===== src/rtl/qkt_score_serializer_pkg.sv =====
// Shared constants and types for the Q*K^T score serializer.
// Holds the tile geometry, the beat geometry derived from it, the per-bank
// state encoding and a helper that tells whether a tile beat index closes a
// word. Optional feature macro used by the top: QKT_SCORE_SCALE_EN.
package qkt_score_serializer_pkg;

  localparam int WIDTH_OUT     = 16;
  localparam int CHUNK_SIZE    = 4;
  localparam int NUM_CORES_A   = 2;
  localparam int NUM_CORES_B   = 1;
  localparam int TOTAL_MODULES = 1;
  localparam int TOTAL_INPUT_W = 2;
  localparam int BEAT_ELEMS    = 4;
  localparam int SCALE_SHIFT   = 3;

  localparam int SCORE_IN_W   = WIDTH_OUT * CHUNK_SIZE * NUM_CORES_A * NUM_CORES_B * TOTAL_MODULES;
  localparam int SCORE_BEAT_W = WIDTH_OUT * BEAT_ELEMS;
  localparam int SCORE_BPW    = SCORE_IN_W / SCORE_BEAT_W;
  localparam int SCORE_BPT    = SCORE_BPW * TOTAL_INPUT_W;
  localparam int SCORE_TILE_W = SCORE_IN_W * TOTAL_INPUT_W;

  // Width of the beat-within-tile counter (at least one bit).
  localparam int SCORE_BCW = (SCORE_BPT > 1) ? $clog2(SCORE_BPT) : 1;
  localparam logic [SCORE_BCW-1:0] SCORE_LAST_IDX = SCORE_BCW'(SCORE_BPT - 1);

  typedef enum logic [1:0] {
    BANK_EMPTY = 2'd0,
    BANK_FULL  = 2'd1,
    BANK_DRAIN = 2'd2
  } score_bank_state_t;

  typedef logic [SCORE_BEAT_W-1:0] score_beat_t;

  // True when tile beat index idx is the last slice of its word.
  function automatic logic score_is_wlast(input int idx);
    return (idx % SCORE_BPW) == (SCORE_BPW - 1);
  endfunction

endpackage


===== src/rtl/qkt_score_serializer_round_shift.sv =====
// Per-element 1/sqrt(dk) scaling: signed arithmetic right shift by
// SCALE_SHIFT with round-half-up, saturating to the signed maximum.
// Ports:
//   elem_i  signed score element in
//   elem_o  scaled, rounded, saturated element out
// Purely combinational; used by the top only when QKT_SCORE_SCALE_EN is set.
module qkt_score_serializer_round_shift
  import qkt_score_serializer_pkg::*;
(
  input  logic [WIDTH_OUT-1:0] elem_i,
  output logic [WIDTH_OUT-1:0] elem_o
);

  // One guard bit so that adding the rounding constant cannot wrap.
  localparam int EW     = WIDTH_OUT + 1;
  localparam int RND_SH = (SCALE_SHIFT > 0) ? SCALE_SHIFT - 1 : 0;
  localparam logic signed [EW-1:0] RND  = (SCALE_SHIFT > 0) ? EW'(1 << RND_SH) : '0;
  localparam logic signed [EW-1:0] MAXV = {2'b00, {(WIDTH_OUT-1){1'b1}}};

  logic signed [EW-1:0] ext;
  logic signed [EW-1:0] sum;
  logic signed [EW-1:0] shr;

  always_comb begin
    ext = {elem_i[WIDTH_OUT-1], elem_i};
    sum = ext + RND;
    shr = sum >>> SCALE_SHIFT;
    // Shifting only shrinks magnitude, so only the positive side can exceed range.
    if (shr > MAXV) elem_o = MAXV[WIDTH_OUT-1:0];
    else            elem_o = shr[WIDTH_OUT-1:0];
  end

endmodule


===== src/rtl/qkt_score_serializer.sv =====
// Captures finished Q*K^T score tiles into two ping-pong banks and streams
// them out as narrow beats toward softmax, decoupling the matmul finish
// pulse from softmax back-pressure.
// Ports:
//   clk, rst_n   clock, asynchronous active-low reset
//   in_valid     tile-finish strobe; in_data holds TOTAL_INPUT_W words,
//                word w at in_data[w*IN_W +: IN_W]
//   in_ready     the write bank is empty
//   out_valid/out_ready/out_data   beat stream, out_wlast/out_tlast mark
//                the last beat of a word / of a tile
//   overflow     sticky: a strobe arrived while in_ready was low
//   tile_cnt     tiles fully drained (wraps)
// Handshake: a beat transfers on a clock edge where out_valid && out_ready;
// out_data/out_wlast/out_tlast hold while out_valid && !out_ready. A tile is
// taken on an edge where in_valid && in_ready; in_valid is a strobe and is
// not held by the producer.
// Macro QKT_SCORE_SCALE_EN: scale each element by >>> SCALE_SHIFT with
// round-half-up and saturation on the out_data register path.
module qkt_score_serializer
  import qkt_score_serializer_pkg::*;
(
  input  logic                    clk,
  input  logic                    rst_n,
  input  logic                    in_valid,
  input  logic [SCORE_TILE_W-1:0] in_data,
  output logic                    in_ready,
  output logic                    out_valid,
  input  logic                    out_ready,
  output logic [SCORE_BEAT_W-1:0] out_data,
  output logic                    out_wlast,
  output logic                    out_tlast,
  output logic                    overflow,
  output logic [15:0]             tile_cnt
);

  score_bank_state_t     bank_st_q   [2];
  logic [SCORE_TILE_W-1:0] bank_data_q [2];
  logic                  wr_ptr_q;
  logic                  rd_ptr_q;
  logic [SCORE_BCW-1:0]  beat_cnt_q;  // next beat of the read bank to load
  logic                  out_valid_q;
  score_beat_t           out_data_q;
  logic                  out_wlast_q;
  logic                  out_tlast_q;
  logic                  overflow_q;
  logic [15:0]           tile_cnt_q;

  logic                    cap;
  logic                    tlast_acc;
  logic                    ld;
  logic                    ld_byp;   // load beat 0 straight from in_data
  logic                    ld_bank;
  logic [SCORE_BCW-1:0]    ld_idx;
  logic [SCORE_TILE_W-1:0] ld_tile;
  score_beat_t             ld_beat;
  score_beat_t             beat_scaled;

  assign in_ready = (bank_st_q[wr_ptr_q] == BANK_EMPTY);

  // Decide whether the output register loads a beat this edge and from where.
  always_comb begin
    cap       = in_valid && in_ready;
    tlast_acc = out_valid_q && out_ready && out_tlast_q;
    ld        = 1'b0;
    ld_byp    = 1'b0;
    ld_bank   = rd_ptr_q;
    ld_idx    = beat_cnt_q;
    if (out_valid_q && out_tlast_q) begin
      // Tile ending: chain straight into the other bank so no bubble appears.
      if (out_ready) begin
        ld_bank = ~rd_ptr_q;
        ld_idx  = '0;
        if (bank_st_q[~rd_ptr_q] == BANK_FULL) begin
          ld = 1'b1;
        end else if (cap && (wr_ptr_q != rd_ptr_q)) begin
          ld     = 1'b1;
          ld_byp = 1'b1;
        end
      end
    end else if (!out_valid_q || out_ready) begin
      if (bank_st_q[rd_ptr_q] != BANK_EMPTY) begin
        ld = 1'b1;
      end else if (cap && (wr_ptr_q == rd_ptr_q)) begin
        // Idle reader: present beat 0 the cycle after capture.
        ld     = 1'b1;
        ld_byp = 1'b1;
        ld_idx = '0;
      end
    end
    ld_tile = ld_byp ? in_data : bank_data_q[ld_bank];
    ld_beat = ld_tile[ld_idx*SCORE_BEAT_W +: SCORE_BEAT_W];
  end

`ifdef QKT_SCORE_SCALE_EN
  for (genvar e = 0; e < BEAT_ELEMS; e++) begin : g_scale
    qkt_score_serializer_round_shift u_round_shift (
      .elem_i (ld_beat[e*WIDTH_OUT +: WIDTH_OUT]),
      .elem_o (beat_scaled[e*WIDTH_OUT +: WIDTH_OUT])
    );
  end
`else
  assign beat_scaled = ld_beat;
`endif

  always_ff @(posedge clk or negedge rst_n) begin
    if (!rst_n) begin
      bank_st_q[0]   <= BANK_EMPTY;
      bank_st_q[1]   <= BANK_EMPTY;
      bank_data_q[0] <= '0;
      bank_data_q[1] <= '0;
      wr_ptr_q       <= 1'b0;
      rd_ptr_q       <= 1'b0;
      beat_cnt_q     <= '0;
      out_valid_q    <= 1'b0;
      out_data_q     <= '0;
      out_wlast_q    <= 1'b0;
      out_tlast_q    <= 1'b0;
      overflow_q     <= 1'b0;
      tile_cnt_q     <= '0;
    end else begin
      // Capture, load and free always target three different banks/cases,
      // so these updates never collide on one entry.
      if (cap) begin
        bank_data_q[wr_ptr_q] <= in_data;
        bank_st_q[wr_ptr_q]   <= ld_byp ? BANK_DRAIN : BANK_FULL;
        wr_ptr_q              <= ~wr_ptr_q;
      end
      if (ld && !ld_byp && (bank_st_q[ld_bank] == BANK_FULL)) begin
        bank_st_q[ld_bank] <= BANK_DRAIN;
      end
      if (tlast_acc) begin
        bank_st_q[rd_ptr_q] <= BANK_EMPTY;
        rd_ptr_q            <= ~rd_ptr_q;
        tile_cnt_q          <= tile_cnt_q + 16'd1;
      end
      if (in_valid && !in_ready) begin
        overflow_q <= 1'b1;
      end
      if (ld) begin
        out_valid_q <= 1'b1;
        out_data_q  <= beat_scaled;
        out_wlast_q <= score_is_wlast(int'(ld_idx));
        out_tlast_q <= (ld_idx == SCORE_LAST_IDX);
        beat_cnt_q  <= (ld_idx == SCORE_LAST_IDX) ? '0 : ld_idx + SCORE_BCW'(1);
      end else if (out_valid_q && out_ready) begin
        out_valid_q <= 1'b0;
      end
    end
  end

  assign out_valid = out_valid_q;
  assign out_data  = out_data_q;
  assign out_wlast = out_wlast_q;
  assign out_tlast = out_tlast_q;
  assign overflow  = overflow_q;
  assign tile_cnt  = tile_cnt_q;

endmodule

===== config.mk =====
export PLATFORM = sky130hd
export DESIGN_NAME = qkt_score_serializer
export DESIGN_NICKNAME = d
export VERILOG_FILES = /design/src/rtl/qkt_score_serializer_pkg.sv /design/src/rtl/qkt_score_serializer_round_shift.sv /design/src/rtl/qkt_score_serializer.sv
export SDC_FILE = /design/constraint.sdc
export NUM_CORES = 1
export LEC_CHECK = 0
export ABC_AREA = 1
export BUFFER_PORTS_ARGS = -buffer_cell sky130_fd_sc_hd__buf_2
export CELL_PAD_IN_SITES_DETAIL_PLACEMENT = 1
export CELL_PAD_IN_SITES_GLOBAL_PLACEMENT = 1
export CORE_MARGIN = 2
export CORE_UTILIZATION = 35
export DETAILED_ROUTE_END_ITERATION = 7
export PLACE_DENSITY_LB_ADDON = 0.1
export SETUP_SLACK_MARGIN = 0.05
export SLEW_MARGIN = 25
export SYNTH_ARGS = -nofsm -noshare
export SYNTH_HDL_FRONTEND = slang
export SYNTH_SLANG_ARGS = --single-unit

===== constraint.sdc =====
create_clock -name clk -period 3.49 [get_ports clk]
set_input_delay 0.698 -clock clk [delete_from_list [all_inputs] [get_ports clk]]
set_output_delay 0.698 -clock clk [all_outputs]
set_load 0.01 [all_outputs]

---- Word level (Yosys, flattened, before mapping) ----
Index checks and enable logic that the tools add are counted.
storage, ports and cells
  output and inout port bits .............. 85
  register bits after elaboration ......... 604
  bits of input ports ..................... 260
cells by class
  equal/unequal tests ..................... 5
  multiplexer cells ....................... 52
  shift-type cells ........................ 1
  reduce and logical (&&, ||, !) cells .... 19
  bitwise gates (word level) .............. 11
  magnitude comparators ................... 7
  add/sub/neg operators ................... 2
operators with widths
  kind                   number
  $mux 256               5
  $bwmux 512             1
  $demux 256 s1          1
  $shiftx 256x9->64      1
  $mux 2                 22
  $add 16x1->16 const B  1
  $mux 1                 16
  $logic_and 1x1->1      12
  $mux 4                 3
  $ge 2x2->1 const B     4
  $not 1->2              4
  $demux 2 s1            3
  $lt 2x1->1 const B     3
  $and 4x4->4            1
  $bwmux 4               1
  $eq 2x1->1 const B     2
  $not 4->4              1
  $reduce_bool 2->1      2
  $logic_not 1->1        3
  $add 2x1->2 const B    1
  $and 2x2->2            1
  $eq 2x2->1 const B     1
  $logic_not 2->1        1
  $not 1->1              2
  5 further kinds        5

---- Logic depth before layout (Yosys ltp) ----
Gate-level depths: netlist (run 1).
  word-level depth ........................ 18
  depth in mapped cells ................... 14
  mapped depth without buffers ............ 12

---- Worst setup path before layout (run 1) ----
No wires, ideal clock.
  path type ............................... input to register
  start ................................... in out_ready
  end ..................................... reg out_data_q[44], in the netlist out_data[44]
  stages on the path ...................... 13
  buffers on the path ..................... 3
  slack ................................... 1.448 ns
  setup time .............................. 0.118 ns
  required time ........................... 3.372 ns
  data arrival time ....................... 1.924 ns
  path through ............................ nand3_4 -> nand2_2 -> nand2_2 -> buf_4 -> buf_6 -> buf_2 -> nand2_1 -> o21ai_1 -> nand3_1 -> nand3_1 -> nand3_1 -> nand3_1 -> nand2_1
on the way
  longest elaborated chain between the ends .. 8
  elaborated cells on any way between the ends .. 18
  those cells by class .................... 1 x shift; 15 x mux; 1 x bitwise; 1 x reduce/logical
ends and longest elaborated chain
  item                                         RTL line                     RTL
  from (decl)                                  qkt_score_serializer.sv:28   input logic out_ready,
  $mux 1                                       qkt_score_serializer.sv:70   if (out_ready) begin
  $mux 1                                       qkt_score_serializer.sv:68   if (out_valid_q && out_tlast_q) begin
  $not 1->2 (not written as such)              qkt_score_serializer.sv:90   ld_tile = ld_byp ? in_data : bank_data_q[ld_bank];
  $mux 256 (not written as such) (3 in a row)  qkt_score_serializer.sv:90
  $mux 256                                     qkt_score_serializer.sv:90
  $shiftx 256x9->64                            qkt_score_serializer.sv:91   ld_beat = ld_tile[ld_idx*SCORE_BEAT_W +: SCORE_BEAT_W];
  to (signal assigned)                         qkt_score_serializer.sv:141  out_data_q <= beat_scaled;
  to (decl)                                    qkt_score_serializer.sv:42   score_beat_t out_data_q;
Several ways; a longest one is shown, not always the timed one. The select of a mux whose other input is x is not followed.
A chain may end at the register's enable or synchronous reset.

---- Worst setup path after layout (run 1) ----
  start ................................... reg bank_st_q[2] (netlist bit)
  end ..................................... reg out_data_q[48], in the netlist out_data[48]
on the way
  longest elaborated chain between the ends .. 12
  elaborated cells on any way between the ends .. 33
  those cells by class .................... 1 x eq/ne; 1 x shift; 26 x mux; 5 x reduce/logical
ends and longest elaborated chain
  item                                         RTL line                                                RTL
  from (decl)                                  qkt_score_serializer.sv:36                              score_bank_state_t bank_st_q [2];
  from (signal, indexed assignment)            qkt_score_serializer.sv:125                             bank_st_q[wr_ptr_q] <= ld_byp ? BANK_DRAIN : BANK_FULL;
  $mux 2 (not written as such) (3 in a row)    qkt_score_serializer.sv:58                              assign in_ready = (bank_st_q[wr_ptr_q] == BANK_EMPTY);
  $logic_not 2->1                              qkt_score_serializer.sv:58
  $logic_and 1x1->1                            qkt_score_serializer.sv:62                              cap = in_valid && in_ready;
  $logic_and 1x1->1, on equally long branches  qkt_score_serializer.sv:83, qkt_score_serializer.sv:75
  $mux 1, on equally long branches             qkt_score_serializer.sv:83, qkt_score_serializer.sv:75
  $mux 1, on equally long branches             qkt_score_serializer.sv:81, qkt_score_serializer.sv:73
  $mux 1, on equally long branches             qkt_score_serializer.sv:80, qkt_score_serializer.sv:70
  $mux 1                                       qkt_score_serializer.sv:68
  $mux 256                                     qkt_score_serializer.sv:90
  $shiftx 256x9->64                            qkt_score_serializer.sv:91
Several ways; a longest one is shown, not always the timed one. The select of a mux whose other input is x is not followed.

==> results of run 1 <==
==> cell usage after synthesis, drive strengths merged <==
| library cell | count | area share (%) |
|---|---|---|
| a21oi | 6 | 0.11 |
| a31oi | 2 | 0.042 |
| buf | 142 | 2.7 |
| clkbuf | 126 | 1.6 |
| dfrtp | 604 | 51 |
| ha | 2 | 0.085 |
| inv | 402 | 5.1 |
| mux2 | 128 | 4.9 |
| nand2 | 952 | 12 |
| nand3 | 480 | 8.2 |
| nand4 | 3 | 0.085 |
| nor2 | 18 | 0.25 |
| nor3 | 3 | 0.051 |
| o21a | 16 | 0.41 |
| o21ai | 745 | 13 |
| o21bai | 1 | 0.025 |
| or2 | 1 | 0.021 |
| xnor2 | 6 | 0.18 |
| xor2 | 9 | 0.27 |
==> layout make-up <==
| class | count | area share (%) |
|---|---|---|
| Inverter | 402 | 4.366 |
| Tap cell | 1080 | 3.884 |
| Multi-Input combinational cell | 2372 | 33.71 |
| Clock inverter | 14 | 0.4783 |
| Clock buffer | 116 | 6.208 |
| Timing Repair Buffer | 425 | 7.883 |
| Sequential cell | 604 | 43.45 |
| Antenna cell | 3 | 0.02158 |
==> per-stage QoR <==
stage,instances,area [sq um],power (uW),hold slack (ns),worst slack [ns]
finish,5016,34790,33730,0.3040,0.4894
global route,5015,34790,36730,0.2877,0.2185
CTS,5013,34780,34280,0.2670,0.4873
detailed placement,4882,32450,26510,0.4681,0.2023
global placement,4882,32450,26200,0.4542,0.2745
floorplan,3646,29520,21630,0.4024,1.448
==> cell families (layout without fill, tap and decap cells) <==
kind of cell    after synthesis  in the layout
compound gates              770            770
xor+xnor                     15             15
fa+ha+maj                     2              2
buf+inv                     670            957
flops                       604            604
mux                         128            128
other cells                   0              3
simple gates               1457           1457
==> state kept, by name, indices dropped and copies added (netlist names) <==
| name | cells |
|---|---|
| bank_data_q | 512 |
| out_data | 64 |
| tile_cnt | 16 |
| bank_st_q | 4 |
| beat_cnt_q | 2 |
| out_tlast | 1 |
| out_valid | 1 |
| out_wlast | 1 |
| overflow | 1 |
| rd_ptr_q | 1 |
| wr_ptr_q | 1 |
==> power breakdown <==
part	internal, uW	switching [uW]
sequential	10400	1490
clock	4460	3050
combinational	5390	8950
==> worst max-delay path by stage <==
stage	slack [ns]	depth (start not counted)	to
4_1_cts	0.49	13	out_data[48]
5_1_grt	0.22	13	out_data[53]
6_report	0.49	13	out_data[48]
3_3_place_gp	0.27	13	out_data[62]
3_5_place_dp	0.20	13	out_data[48]
2_1_floorplan	1.45	13	out_data[44]
==> layer usage <==
| metal | global-route usage, % | wire length, microns | vias up | share of wire (%) |
|---|---|---|---|---|
| li1 | - | - | 12278 | - |
| met1 | 31.48 | 46320 | 12614 | 48 |
| met2 | 36.88 | 44840 | 376 | 47 |
| met3 | 2.994 | 3161 | 113 | 3.3 |
| met4 | 5.202 | 1865 | 6 | 1.9 |
| met5 | 0 | 38 | - | 0.039 |
==> tightest hold or removal path, delay by kind of cell <==
| kind | cells | cell delay [ns] |
|---|---|---|
| AOI/OAI and AO/OA | 1 | 0.05 |
| buffers and inverters | 1 | 0.08 |
| and+or+nand+nor | 1 | 0.04 |
==> what timing repair did <==
action | in CTS | in global routing
setup endpoints to repair | 0 | 0
resized for setup | 0 | 0
hold endpoints to repair | 3 | 0
hold buffers | 1 | 0
==> run_results.csv, run 1 <==
group,metric,value,unit
timing,final.setup.tns,0,ns
detailed_routing,drt_drc_violations_left,0,
final_layout,mostFrequentLayoutCell,"sky130_fd_sc_hd__nand2_1",
clock_tree,buffer_cell_driving_the_clock_tree_root,"sky130_fd_sc_hd__clkbuf_16",
synth,synth.yosys.seq_area_share,51.20,%
clock_tree,tritoncts,"done",
die,initial_util,35.33,%
critical_path,critical_path_peak_fanout,62,
die,die_area,0.08668,sq mm
global_route,number_of_global_route_vias_before_repair,26385,
final_layout,layout.nets,4140,
timing,remaining_max_slew_budget_at_the_tightest_pin,45.35,%
global_route,antenna_violations_before_repair,6,
flow_run,max_cap_violations,0,
critical_path,endpoint_kind,"register",
critical_path,path_class,"reg2reg",
critical_path,cpMostUsedCell,"sky130_fd_sc_hd__nand2_1",
synth,synth_adder_area_share,0.08477,%
clock_tree,clock_tree.htree_level_count,3,
critical_path,crit_start,"bank_st_q[2]",
synth,syn-cell-area,0.02952,sq mm
critical_path,timing.critical_path.cells,"nor2_1 -> nand2_1 -> nand2_2 -> nand2_1 -> nor2_2 -> nand2_8 -> nand2_8 -> buf_12 -> nand2_1 -> nand3_1 -> nand3_1 -> nand3_1 -> nand2_1",
power_and_ir_drop,cellPowerDensity,969.4,mW/mm^2
critical_path,critPathLaunchType,"register",
critical_path,reg2reg_from,"bank_st_q[2]",
critical_path,worst_path_max_delay_cell,"sky130_fd_sc_hd__dfrtp_1",
timing,layout_worst_path_cycle_share,85.98,%
synth,post_synth_xor_area_fraction,0.4450,%
power_and_ir_drop,worst_ir_drop_vdd,0.5472,mV
critical_path,regToRegSetupSlack,0.49,ns
timing,finalClockSkew,0.02110,ns
detailed_routing,drt_first_iter_violations,1196,
final_layout,final_layout_size_suffix_gt1_share,17.24,%
critical_path,critical_path.reg2reg.endpoint,"out_data[48]",
run_status,result_of_the_run,"complete, no violations",
power_and_ir_drop,power.leakage,0.01680,uW
detailed_routing,post_drt_via_cell_ratio,5.061,
critical_path,crit_path_max_incr_delay,0.43,ns
place,gp_congestion,0.7485,
die,row_count,106,
synth,dominant_combinational_cell_family_by_area_after_synthesis,"simple AND/OR/NAND/NOR gates",
synth,synth_cell_type_count,30,
global_route,grt_max_degree,135,
final_layout,area_growth,17.85,%
die,horizontal_die_dimension,294.4,microns
worst_hold_path,hp-start,"in_data[235]",
die,placeableCoreArea,0.08356,sq mm
worst_hold_path,holdPathEnd,"bank_data_q[491]",
synth,synth.ff_latch_count,604,
global_route,grt_pass1_wl,153900,microns
final_layout,layout.cells.most_common_list,"946 x sky130_fd_sc_hd__nand2_1, 604 x sky130_fd_sc_hd__dfrtp_1, 589 x sky130_fd_sc_hd__o21ai_0, 476 x sky130_fd_sc_hd__nand3_1, 395 x sky130_fd_sc_hd__inv_1",
clock_tree,reg_clk_slew_reported_paths,0.06,ns
synth,synth.yosys.warnings,0,
final_layout,final.fill_count,10092,
critical_path,worstPathArrival,3.50,ns
clock_tree,cts_setup_buffers,0,
synth,synth_mux_area_share,4.883,%
critical_path,cp_top_family,"simple AND/OR/NAND/NOR gates",
place,port_buffers,344,
critical_path,reg2reg_depth,13,
worst_hold_path,worst_hold_path.num_cells,3,
detailed_routing,dr_total_vias,25387,
global_route,overflow_left_after_global_routing,0,
timing,finalSetupViolations,0,
detailed_routing,wl_per_cell,19.18,microns
synth,synth.net_count,3908,
worst_hold_path,min-delay-path-class,"in2reg",
synth,synthCells,3646,
timing,worst_slew_pin_slew,0.8197,ns
detailed_routing,drt_total_wl,96230,microns
synth,synth-compound-area-share,13.22,%
critical_path,number_of_buffer_and_inverter_stages_on_the_critical_path,1,
timing,max_clock_freq,0.3333,GHz
global_route,grt_use_total,22.47,%
synth,synthesis.area_per_instance,8.096,sq um
timing,period_minus_slack,3.001,ns
die,num_io_pins,345,
final_layout,post-route-util,41.64,%
detailed_routing,detail_route.first_pass.iterations,5,
timing,slew_violations,0,
final_layout,regArea,0.01511,sq mm
detailed_routing,final_antenna_net_count,0,
critical_path,worstPathRequired,3.99,ns
clock_tree,clockBufferDepth,3,
clock_tree,cts_buffers,73,
die,chipHeight,294.4,microns
clock_tree,tritoncts_num_sinks,604,
timing,timing.final.hold_violations,0,
synth,post_synth_and_or_nand_nor_area_fraction,20.76,%
clock_tree,clock_insertion_delay_worst_skew,0.61,ns
final_layout,multi_input_gate_area_in_the_final_layout,0.01173,sq mm
timing,grt_setup_unrepaired,"false",
place,hpwlAfterDp,62160,microns
Power figures use the tool's default switching activity.
==> run 2: changes to the inputs <==
- TNS_END_PERCENT: unset -> 1
- clock period: 3.49 -> 2.4 ns (I/O delays scaled with it)
==> run_results.csv, run 2 (synthesis results as in run 1) <==
group,metric,value,unit
timing,grt_setup_unrepaired,"true",
global_route,antenna_violations_before_repair,3,
critical_path,critical_path_peak_fanout,15,
detailed_routing,drt_drc_violations_left,0,
final_layout,largest_reg_flops,512,
detailed_routing,drt_total_wl,99030,microns
critical_path,path_class,"reg2reg",
power_and_ir_drop,cellPowerDensity,1413,mW/mm^2
die,placeableCoreArea,0.08356,sq mm
critical_path,worstPathRequired,2.94,ns
place,hpwlAfterDp,65290,microns
place,gp_congestion,0.7697,
clock_tree,clockBufferDepth,3,
power_and_ir_drop,power.leakage,0.01735,uW
detailed_routing,wl_per_cell,19.49,microns
final_layout,final_layout_size_suffix_gt1_share,18.88,%
critical_path,cpMostUsedCell,"sky130_fd_sc_hd__nand3_1",
detailed_routing,detail_route.first_pass.iterations,5,
clock_tree,buffer_cell_driving_the_clock_tree_root,"sky130_fd_sc_hd__clkbuf_16",
clock_tree,tritoncts_num_sinks,604,
timing,timing.final.hold_violations,0,
detailed_routing,dr_total_vias,25699,
die,die_area,0.08668,sq mm
clock_tree,clock_insertion_delay_worst_skew,0.63,ns
final_layout,area_growth,21.54,%
final_layout,mostFrequentLayoutCell,"sky130_fd_sc_hd__nand2_1",
timing,finalSetupViolations,0,
critical_path,worstPathArrival,2.77,ns
power_and_ir_drop,post-layout-total-power,50700,uW
critical_path,timing.critical_path.cells,"buf_4 -> o21ai_0 -> nand2_1 -> nor2_2 -> nand3_4 -> buf_16 -> buf_4 -> nand3_1 -> nand3_1 -> nand3_1 -> nand3_1 -> nand2_1",
global_route,number_of_global_route_vias_before_repair,26581,
clock_tree,reg_clk_slew_reported_paths,0.05,ns
global_route,overflow_left_after_global_routing,0,
global_route,grt_use_total,22.77,%
die,chipHeight,294.4,microns
place,pre_cts_slack,0.1190,ns
final_layout,layout.cells.most_common_list,"946 x sky130_fd_sc_hd__nand2_1, 601 x sky130_fd_sc_hd__dfrtp_1, 589 x sky130_fd_sc_hd__o21ai_0, 476 x sky130_fd_sc_hd__nand3_1, 395 x sky130_fd_sc_hd__inv_1",
final_layout,layout.nets,4204,
clock_tree,tritoncts,"done",
timing,slew_violations,0,
power_and_ir_drop,worst_ir_drop_vdd,0.7499,mV
global_route,grt_pass1_wl,155900,microns
timing,fin_ws,0.1740,ns
die,num_io_pins,345,
place,port_buffers,344,
die,horizontal_die_dimension,294.4,microns
timing,final.setup.tns,0,ns
critical_path,critPathLaunchType,"register",
run_status,result_of_the_run,"complete, no violations",
detailed_routing,drt_first_iter_violations,1278,
worst_hold_path,min-delay-path-class,"in2reg",
global_route,grt_max_degree,109,
critical_path,worst_path_max_delay_cell,"sky130_fd_sc_hd__dfrtp_1",
timing,remaining_max_slew_budget_at_the_tightest_pin,66.38,%
clock_tree,cts_buffers,74,
detailed_routing,post_drt_via_cell_ratio,5.058,
critical_path,endpoint_kind,"register",
detailed_routing,final_antenna_net_count,0,
timing,period_minus_slack,2.226,ns
timing,layout_worst_path_cycle_share,92.75,%
final_layout,max_flop_register,"bank_data_q",
critical_path,crit_path_max_incr_delay,0.37,ns
timing,worst_slew_pin_slew,0.5043,ns
timing,finalClockSkew,0.02707,ns
die,row_count,106,
flow_run,max_cap_violations,0,
timing,max_clock_freq,0.4492,GHz
die,initial_util,35.33,%
clock_tree,clock_tree.htree_level_count,3,
## run 2: cell count changes in the layout (fill, tap and decap cells not counted), moves of 2 or more
cell                        before  now
sky130_fd_sc_hd__dfrtp_1       604  601
sky130_fd_sc_hd__buf_16          0    6
sky130_fd_sc_hd__clkbuf_1       27   22
sky130_fd_sc_hd__dfrtp_2         0    3
sky130_fd_sc_hd__clkbuf_16      74   81
sky130_fd_sc_hd__buf_4          48   76
sky130_fd_sc_hd__buf_6           0    2
sky130_fd_sc_hd__diode_2         3    1
sky130_fd_sc_hd__clkbuf_8       15   19
sky130_fd_sc_hd__buf_12         32   53
sky130_fd_sc_hd__clkinv_2        9   11
## run 2: metrics by stage
step | hold WS, ns | instance area [sq um] | cells | util [%]
floorplan | 0.1844 | 29520 | 3646 | -
finish | 0.07212 | 35880 | 5081 | 42.94
global placement | 0.3947 | 33140 | 4930 | 39.67
detailed placement | 0.3939 | 33140 | 4930 | 39.67
CTS | 0.03339 | 35600 | 5065 | 42.61
global route | 0.06405 | 35880 | 5081 | 42.94
## run 2: final timing paths
check / from / endpoint / slack, ns / cells after the start
worst max-delay path: bank_st_q[2] / out_data[18] / 0.17 / 12
worst min-delay path: in_data[203] / bank_data_q[459] / 0.07 / 3
worst max register to register: bank_st_q[2] / out_data[18] / 0.17 / 12
worst min register to register: tile_cnt[15] / tile_cnt[15] / 0.47 / 1
max in group asynchronous: rst_n / bank_data_q[147] / 1.20 / 4
min in group asynchronous: rst_n / bank_data_q[378] / 0.35 / 2
## run 2: worst max-delay path: cells and delay by family (launching register included)
family	cells	cell delay, ns
DFF	1	0.37
AOI/OAI and AO/OA	1	0.20
buffers and inverters	3	0.58
and+or+nand+nor	8	0.99
## run 2: metal layers
metal / global-route usage (%) / vias to the layer above / wire, microns
li1: - / 12419 / -
met2: 36.87 / 433 / 45980
met5: 0 / - / 27
met1: 32.28 / 12713 / 47590
met3: 2.564 / 130 / 3218
met4: 6.122 / 4 / 2212
## run 2: area by class of cell
| type | instances | area [sq um] |
|---|---|---|
| clock inverters | 16 | 175.2 |
| flip-flops and latches | 604 | 15120 |
| diodes | 1 | 2.502 |
| repair buffers | 487 | 3676 |
| clock buffers | 118 | 2271 |
| inverters | 402 | 1519 |
| fillers | 10017 | 47680 |
| well taps | 1080 | 1351 |
| multi-input cells | 2373 | 11760 |
## run 2: repair_timing
item                                    4_1_cts  5_1_grt
endpoints found under the setup margin        0       66
hold buffers                                  1        0
resized for setup                             0       17
endpoints found under the hold margin        20        0
setup buffers                                 0       10
## run 2: power by group
| part | switching [uW] | internal, uW | leakage [uW] |
|---|---|---|---|
| clock network | 4580 | 6720 | 0.00121 |
| registers | 2190 | 15100 | 0.00739 |
| logic | 13400 | 8710 | 0.00875 |
| total | 20200 | 30500 | 0.0174 |
